`src/rtl/pulse_div_multi.sv`:
```
// ---------------------------------------------------------------------------
// pulse_div_multi
//   Multi-channel clock divider / pulse generator. Each channel divides clk_in
//   by a runtime-programmable divisor N and produces a one-cycle tick every N
//   enabled edges plus a square wave that is high ceil(N/2) and low floor(N/2)
//   cycles per period. Divisor writes land in a shadow register and become
//   active only at the channel's period wrap, so no short or long periods are
//   ever produced. A global enable freezes all channels. A global sync
//   realigns every channel to phase 0.
//
// Ports
//   clk_in    in   1        system clock, rising edge
//   rst       in   1        synchronous reset, active low
//   en        in   1        global count enable
//   sync      in   1        realign all channels to phase 0
//   cfg_wr    in   1        divisor write strobe
//   cfg_ch    in   CH_W     channel index for cfg_wr (out-of-range ignored)
//   cfg_div   in   CNT_W    new divisor (0 = channel stopped)
//   tick      out  NUM_CH   one-cycle pulse per channel, period N
//   sq        out  NUM_CH   square wave per channel, period N
//   cfg_busy  out  NUM_CH   divisor write pending for that channel
// ---------------------------------------------------------------------------

// ---------------------------------------------------------------------------
// pulse_div_lane
//   One divider channel: phase counter, active and shadow divisors, pending
//   flag and the registered tick/sq outputs.
//
// Ports
//   clk_in  in   1      system clock
//   rst     in   1      synchronous reset, active low
//   en      in   1      count enable
//   sync    in   1      realign to phase 0 and apply pending divisor now
//   wr      in   1      divisor write addressed to this lane
//   wdiv    in   CNT_W  divisor being written
//   tick    out  1      one-cycle pulse at period wrap
//   sq      out  1      square wave
//   busy    out  1      shadow divisor waiting for the next wrap
// ---------------------------------------------------------------------------
module pulse_div_lane #(
    parameter int               CNT_W   = 16,
    parameter logic [CNT_W-1:0] RST_DIV = '0
) (
    input  logic             clk_in,
    input  logic             rst,
    input  logic             en,
    input  logic             sync,
    input  logic             wr,
    input  logic [CNT_W-1:0] wdiv,
    output logic             tick,
    output logic             sq,
    output logic             busy
);

    localparam logic [CNT_W-1:0] ONE = CNT_W'(1);

    logic [CNT_W-1:0] cnt;
    logic [CNT_W-1:0] div_act;
    logic [CNT_W-1:0] div_sh;
    logic             pending;

    logic             wrap;
    logic [CNT_W-1:0] cnt_nxt;
    logic [CNT_W-1:0] div_nxt;
    logic [CNT_W-1:0] half_nxt;

    // The square-wave threshold follows the divisor that will be active for
    // the period starting after this edge, so a switch to N=0 at a wrap
    // drops sq immediately instead of leaving a one-cycle high blip.
    always_comb begin
        wrap     = (div_act != '0) && (cnt == div_act - ONE);
        cnt_nxt  = wrap ? '0 : cnt + ONE;
        div_nxt  = (wrap && pending) ? div_sh : div_act;
        half_nxt = (div_nxt >> 1) + CNT_W'(div_nxt[0]);
    end

    always_ff @(posedge clk_in) begin
        if (!rst) begin
            cnt     <= '0;
            div_act <= RST_DIV;
            div_sh  <= RST_DIV;
            pending <= 1'b0;
            tick    <= 1'b0;
            sq      <= 1'b0;
        end else if (sync) begin
            // Phase realign: a write on this same edge bypasses the shadow
            // and goes straight to the active divisor.
            cnt     <= '0;
            tick    <= 1'b0;
            sq      <= 1'b0;
            pending <= 1'b0;
            if (wr) begin
                div_act <= wdiv;
                div_sh  <= wdiv;
            end else if (pending) begin
                div_act <= div_sh;
            end
        end else begin
            if (div_act == '0) begin
                // Stopped channel: nothing to wait for, apply at once.
                cnt  <= '0;
                tick <= 1'b0;
                sq   <= 1'b0;
                if (pending) begin
                    div_act <= div_sh;
                    pending <= 1'b0;
                end
            end else if (en) begin
                cnt  <= cnt_nxt;
                tick <= wrap;
                sq   <= (cnt_nxt < half_nxt);
                if (wrap && pending) begin
                    div_act <= div_sh;
                    pending <= 1'b0;
                end
            end else begin
                tick <= 1'b0;
            end
            // Placed last so a write coinciding with a wrap survives as the
            // next pending value while the older shadow is applied above.
            if (wr) begin
                div_sh  <= wdiv;
                pending <= 1'b1;
            end
        end
    end

    assign busy = pending;

endmodule

module pulse_div_multi #(
    parameter int                      NUM_CH  = 2,
    parameter int                      CNT_W   = 16,
    parameter logic [NUM_CH*CNT_W-1:0] RST_DIV = {16'd200, 16'd100},
    localparam int                     CH_W    = (NUM_CH > 1) ? $clog2(NUM_CH) : 1
) (
    input  logic              clk_in,
    input  logic              rst,
    input  logic              en,
    input  logic              sync,
    input  logic              cfg_wr,
    input  logic [CH_W-1:0]   cfg_ch,
    input  logic [CNT_W-1:0]  cfg_div,
    output logic [NUM_CH-1:0] tick,
    output logic [NUM_CH-1:0] sq,
    output logic [NUM_CH-1:0] cfg_busy
);

    logic [NUM_CH-1:0] wr;

    for (genvar i = 0; i < NUM_CH; i++) begin : g_lane
        // An index at or beyond NUM_CH matches no lane, so the write is dropped.
        assign wr[i] = cfg_wr && (32'(cfg_ch) == i);

        pulse_div_lane #(
            .CNT_W   (CNT_W),
            .RST_DIV (RST_DIV[i*CNT_W +: CNT_W])
        ) u_lane (
            .clk_in (clk_in),
            .rst    (rst),
            .en     (en),
            .sync   (sync),
            .wr     (wr[i]),
            .wdiv   (cfg_div),
            .tick   (tick[i]),
            .sq     (sq[i]),
            .busy   (cfg_busy[i])
        );
    end

endmodule

```
`config.mk`:
```
export PLATFORM = sky130hd
export DESIGN_NAME = pulse_div_multi
export DESIGN_NICKNAME = d
export VERILOG_FILES = /design/src/rtl/pulse_div_multi.sv
export SDC_FILE = /design/constraint.sdc
export NUM_CORES = 1
export LEC_CHECK = 0
export ABC_AREA = 0
export ABC_CLOCK_PERIOD_IN_PS = 10500
export CORE_ASPECT_RATIO = 1.1
export CORE_MARGIN = 1.5
export CORE_UTILIZATION = 35
export CTS_CLUSTER_DIAMETER = 120
export DETAILED_ROUTE_END_ITERATION = 12
export SYNTH_ARGS = -nofsm -noshare
export SYNTH_HDL_FRONTEND = slang
export SYNTH_SLANG_ARGS = --single-unit
```
`constraint.sdc`:
```
create_clock -name clk_in -period 10.5 [get_ports clk_in]
set_clock_uncertainty 0.2 [all_clocks]
set_input_delay 2.1 -clock clk_in [delete_from_list [all_inputs] [get_ports clk_in]]
set_output_delay 2.1 -clock clk_in [all_outputs]
set_load 0.01 [all_outputs]
```
==> results list <==
* Run status: finished, final reports clean
- Hold Violations, Final: 0
* Total Die Area: 26,700 um2
- Post-synthesis share of cell area spent on and, or, nand and nor gates: 29.8%
- The number of antenna violations at the first check in global routing is 0.
* Routed len/inst: 16.9 um
* Number of instances in the synthesized netlist: 1,296
- In this run the tool buffered the top-level ports with 27 buffer cells.
- The analysis attributes to cell leakage a power of 3.53 nW.
- # diodes: 0
* Total negative setup slack: 0 ns
- TritonCTS built the clock tree.
- Clock-pin slew was measured on the worst setup and hold paths at 0.08 ns.
- Kind of critical path: flip-flop to flip-flop
- Clock buffers created by TritonCTS: 9
- Starting utilization of the core area: 35.7%
- CTS built an H-tree with a depth of 3.
- The worst pin sits at a relative slew slack of 41.7%.
- Ports placed on the boundary: 28
* Post-route clock period utilization: 62.4%
- PostCTS Resize Cnt: 0
- Post-CTS setup buffer count: 0
- For this run, the top clock speed supported by timing is 153 MHz.
* Max clock buf depth: 2
* Async set-reset flop share out of synthesis: 0%
* Fin crit period: 6.56 ns
- STA classifies the critical path startpoint as a flip-flop.
- The initialized floorplan defines 61 standard-cell rows.
- Global routing used 20.5% of the available tracks.
- Arrival time at the worst endpoint: 6.59 ns
- Area fraction in compound gates after synthesis: 22.6%
* Arithmetic-cell share of the synthesized area counting full adders, half adders and majority gates: 5.28%
- The finished layout holds 1,586 standard cells, fillers aside.
* Met2 Routed Length: 11.5 mm
- CP Max Fanout: 28
* Cell type with the largest total area after synthesis: dfxtp_1
- End-of-flow core utilization: 38.2%
- For this run, the detailed router's first-pass iteration total came to 5.
* Most common flop cell mapped by yosys: dfxtp_1
* Vias/cell: 5.67
- Cell internal power was estimated by the tool at 0.639 mW.
- Number of hold buffers added after cts: 0
- Total core area: 25,300 um2
* Routed wl met3: 1.57 mm
- In this run, the combinational gates consume 18.1% of the power.
- For this run, design rule violations remaining after detail routing come to 0.
- Number of max-cap violations: 0
- The via count of the first global-routing pass is 8,135.
- Final setup violation count: 0
- After synthesis, the largest family of logic cells by area is simple AND/OR/NAND/NOR gates.
- Cells with a size suffix above 1 make up 5.24% of the layout.
- Top metal layer carrying routed signals: met4
- Final weighted congestion in routability-driven placement: 0.920
- Maximum number of pins on one net before global-route repair: 68
* Skew-Pair Late Insertion Delay: 0.36 ns
* P_sw: 0.310 mW
- Counting tap cells, the placed design contains a total of 1,570 instances.
- Mean area per synthesized cell: 6.95 um2
* Congestion Overflow GR: 0
* First-pass GRT wire length: 43.8 mm
- In the post-synthesis netlist, the biggest area contributors are dfxtp_1, nand2_1, xnor2_1.
- The number of different library cells used by synthesis comes to 71.
* Worst Path Required: 10.53 ns
- The synthesized netlist occupies a cell area of 9010 um2.
* First DRT Iteration DRCs: 771
* Max Transition Viols Final: 0
- In this run, synthesis inferred 0 flip-flops with an integrated enable.
- Width of the die: 156 um
- For this run, the post-layout net count is 1,295.
- Summing the areas of all xor and xnor instances in the mapped netlist gives 11.2% of the synthesized area.
- Half-perimeter wire length after detailed placement: 19.5 mm
- Number of storage elements in the synthesis netlist: 102
- For the pin with the worst max-slew slack, the measured transition is 0.870 ns.
- Post-Route WL: 26.9 mm
* Largest voltage drop on the vdd net: 0.0713 mV
* Commonest cells after routing, fill and taps aside: nand2_1, a21oi_1, nor2_1
* Clk pwr share: 36.1%
- Seq pwr share: 45.8%
- Sequential area share after synthesis: 22.7%
- Post-Syn Nets: 1,356
* Worst-case hold slack: 0.296 ns
* Most common cell after layout, fill and taps aside: nand2_1
- CTS root buf: clkbuf_16
* Area added between synthesis and finish: 7.18%
- CP endpoint kind: flip-flop
- Yosys warning count: 0
* Die boundary height: 171 um
* Pwr dens: 98.3 nW/um2
- Area share of the largest cell type after synthesis: 22.7%
- Length of routed wiring on met1: 13.1 mm
* Num Clock Sinks: 102
- Unrepaired setup endpoints after global routing: no
- After synthesis, the share of cell area in mux cells is 2.22%.
- Net switching is 32.6% of the power.
- Total number of vias: 8,987
* HP Class: flip-flop to flip-flop
* Number of routed nets with antenna violations: 0
## final cells by class
| type | instances | area (um2) |
|---|---|---|
| clock buffer | 9 | 225 |
| clock inverter | 7 | 65.1 |
| fill | 2692 | 15600 |
| inverter | 21 | 78.8 |
| multi-input combinational | 1055 | 6400 |
| sequential | 102 | 2040 |
| tap | 346 | 433 |
| timing repair buffer | 46 | 408 |
## synthesized netlist by cell type, drive strengths merged (4+ instances only)
cell / number
a211oi: 16
a21o: 12
nand4: 13
and3: 31
mux2: 8
a211o: 7
nand3b: 9
o311ai: 4
buf: 25
nor4: 18
and3b: 4
dfxtp: 102
nor2b: 13
o211a: 5
o31ai: 4
o21a: 4
nand3: 61
a2111oi: 4
or4: 8
mux2i: 11
nand2: 204
clkbuf: 93
or2: 6
nor2: 111
o211ai: 12
a31oi: 11
a221oi: 7
and2: 7
ha: 38
nand2b: 7
o21ai: 69
or3: 13
o22ai: 29
nand4b: 7
xnor2: 67
nor3: 37
inv: 21
a21oi: 115
xor2: 48
## critical path, cell delays in order, from the launching register on
cell	delay (ns)
dfxtp_1	0.43
nor4_2	0.75
nand2_1	0.21
nor3_1	0.22
a32oi_1	0.16
a211oi_1	0.77
and3_1	0.84
nand2_1	0.10
o21ai_0	0.11
ha_1	0.31
ha_1	0.32
and3_1	0.24
and4_1	0.28
nand3_1	0.11
xnor2_1	0.16
o21ai_0	0.10
ha_1	0.32
nand3_1	0.07
or3_1	0.41
nor3_1	0.25
a21oi_1	0.09
## cells by family after synthesis
kind of cell,after synthesis
simple gates,557
buf+inv,139
fa+ha+maj,38
flops,102
compound gates,326
xor+xnor,115
mux,19
## power groups by stage
| stage | logic [mW] | registers [mW] | clock network [mW] |
|---|---|---|---|
| floorplan | 0.140 | 0.419 | 0 |
| global placement | 0.170 | 0.443 | 0 |
| detailed placement | 0.170 | 0.443 | 0 |
| CTS | 0.171 | 0.434 | 0.349 |
| global route | 0.192 | 0.438 | 0.365 |
| finish | 0.172 | 0.435 | 0.342 |
## path summary, 6_finish.rpt
check / end / slack [ns] / start / cells past startpoint
setup / recovery: g_lane[1].u_lane.sq / 3.94 / g_lane[1].u_lane.div_act[2] / 20
hold / removal: g_lane[0].u_lane.sq / 0.30 / g_lane[0].u_lane.sq / 2
setup reg to reg: g_lane[1].u_lane.sq / 3.94 / g_lane[1].u_lane.div_act[2] / 20
hold reg to reg: g_lane[0].u_lane.sq / 0.30 / g_lane[0].u_lane.sq / 2
## through the flow
step	area, um2	total power, mW	worst slack [ns]
global placement	9360	0.612	4.34
finish	9650	0.949	3.94
global route	9650	0.995	3.24
floorplan	9010	0.559	4.79
detailed placement	9360	0.613	4.07
CTS	9650	0.954	4.03
## per-layer routing
layer	vias up	GRT usage [%]
met4	0	6.67
met3	34	2.85
met2	279	31.1
li1	4488	-
met5	-	0
met1	4186	29.6
## registers in the layout (all words and copies together) (netlist names)
name,count
g_lane.u_lane.busy,2
g_lane.u_lane.cnt,32
g_lane.u_lane.div_act,32
g_lane.u_lane.div_sh,32
g_lane.u_lane.sq,2
g_lane.u_lane.tick,2
Note: power is estimated with default switching activity, not from simulation.
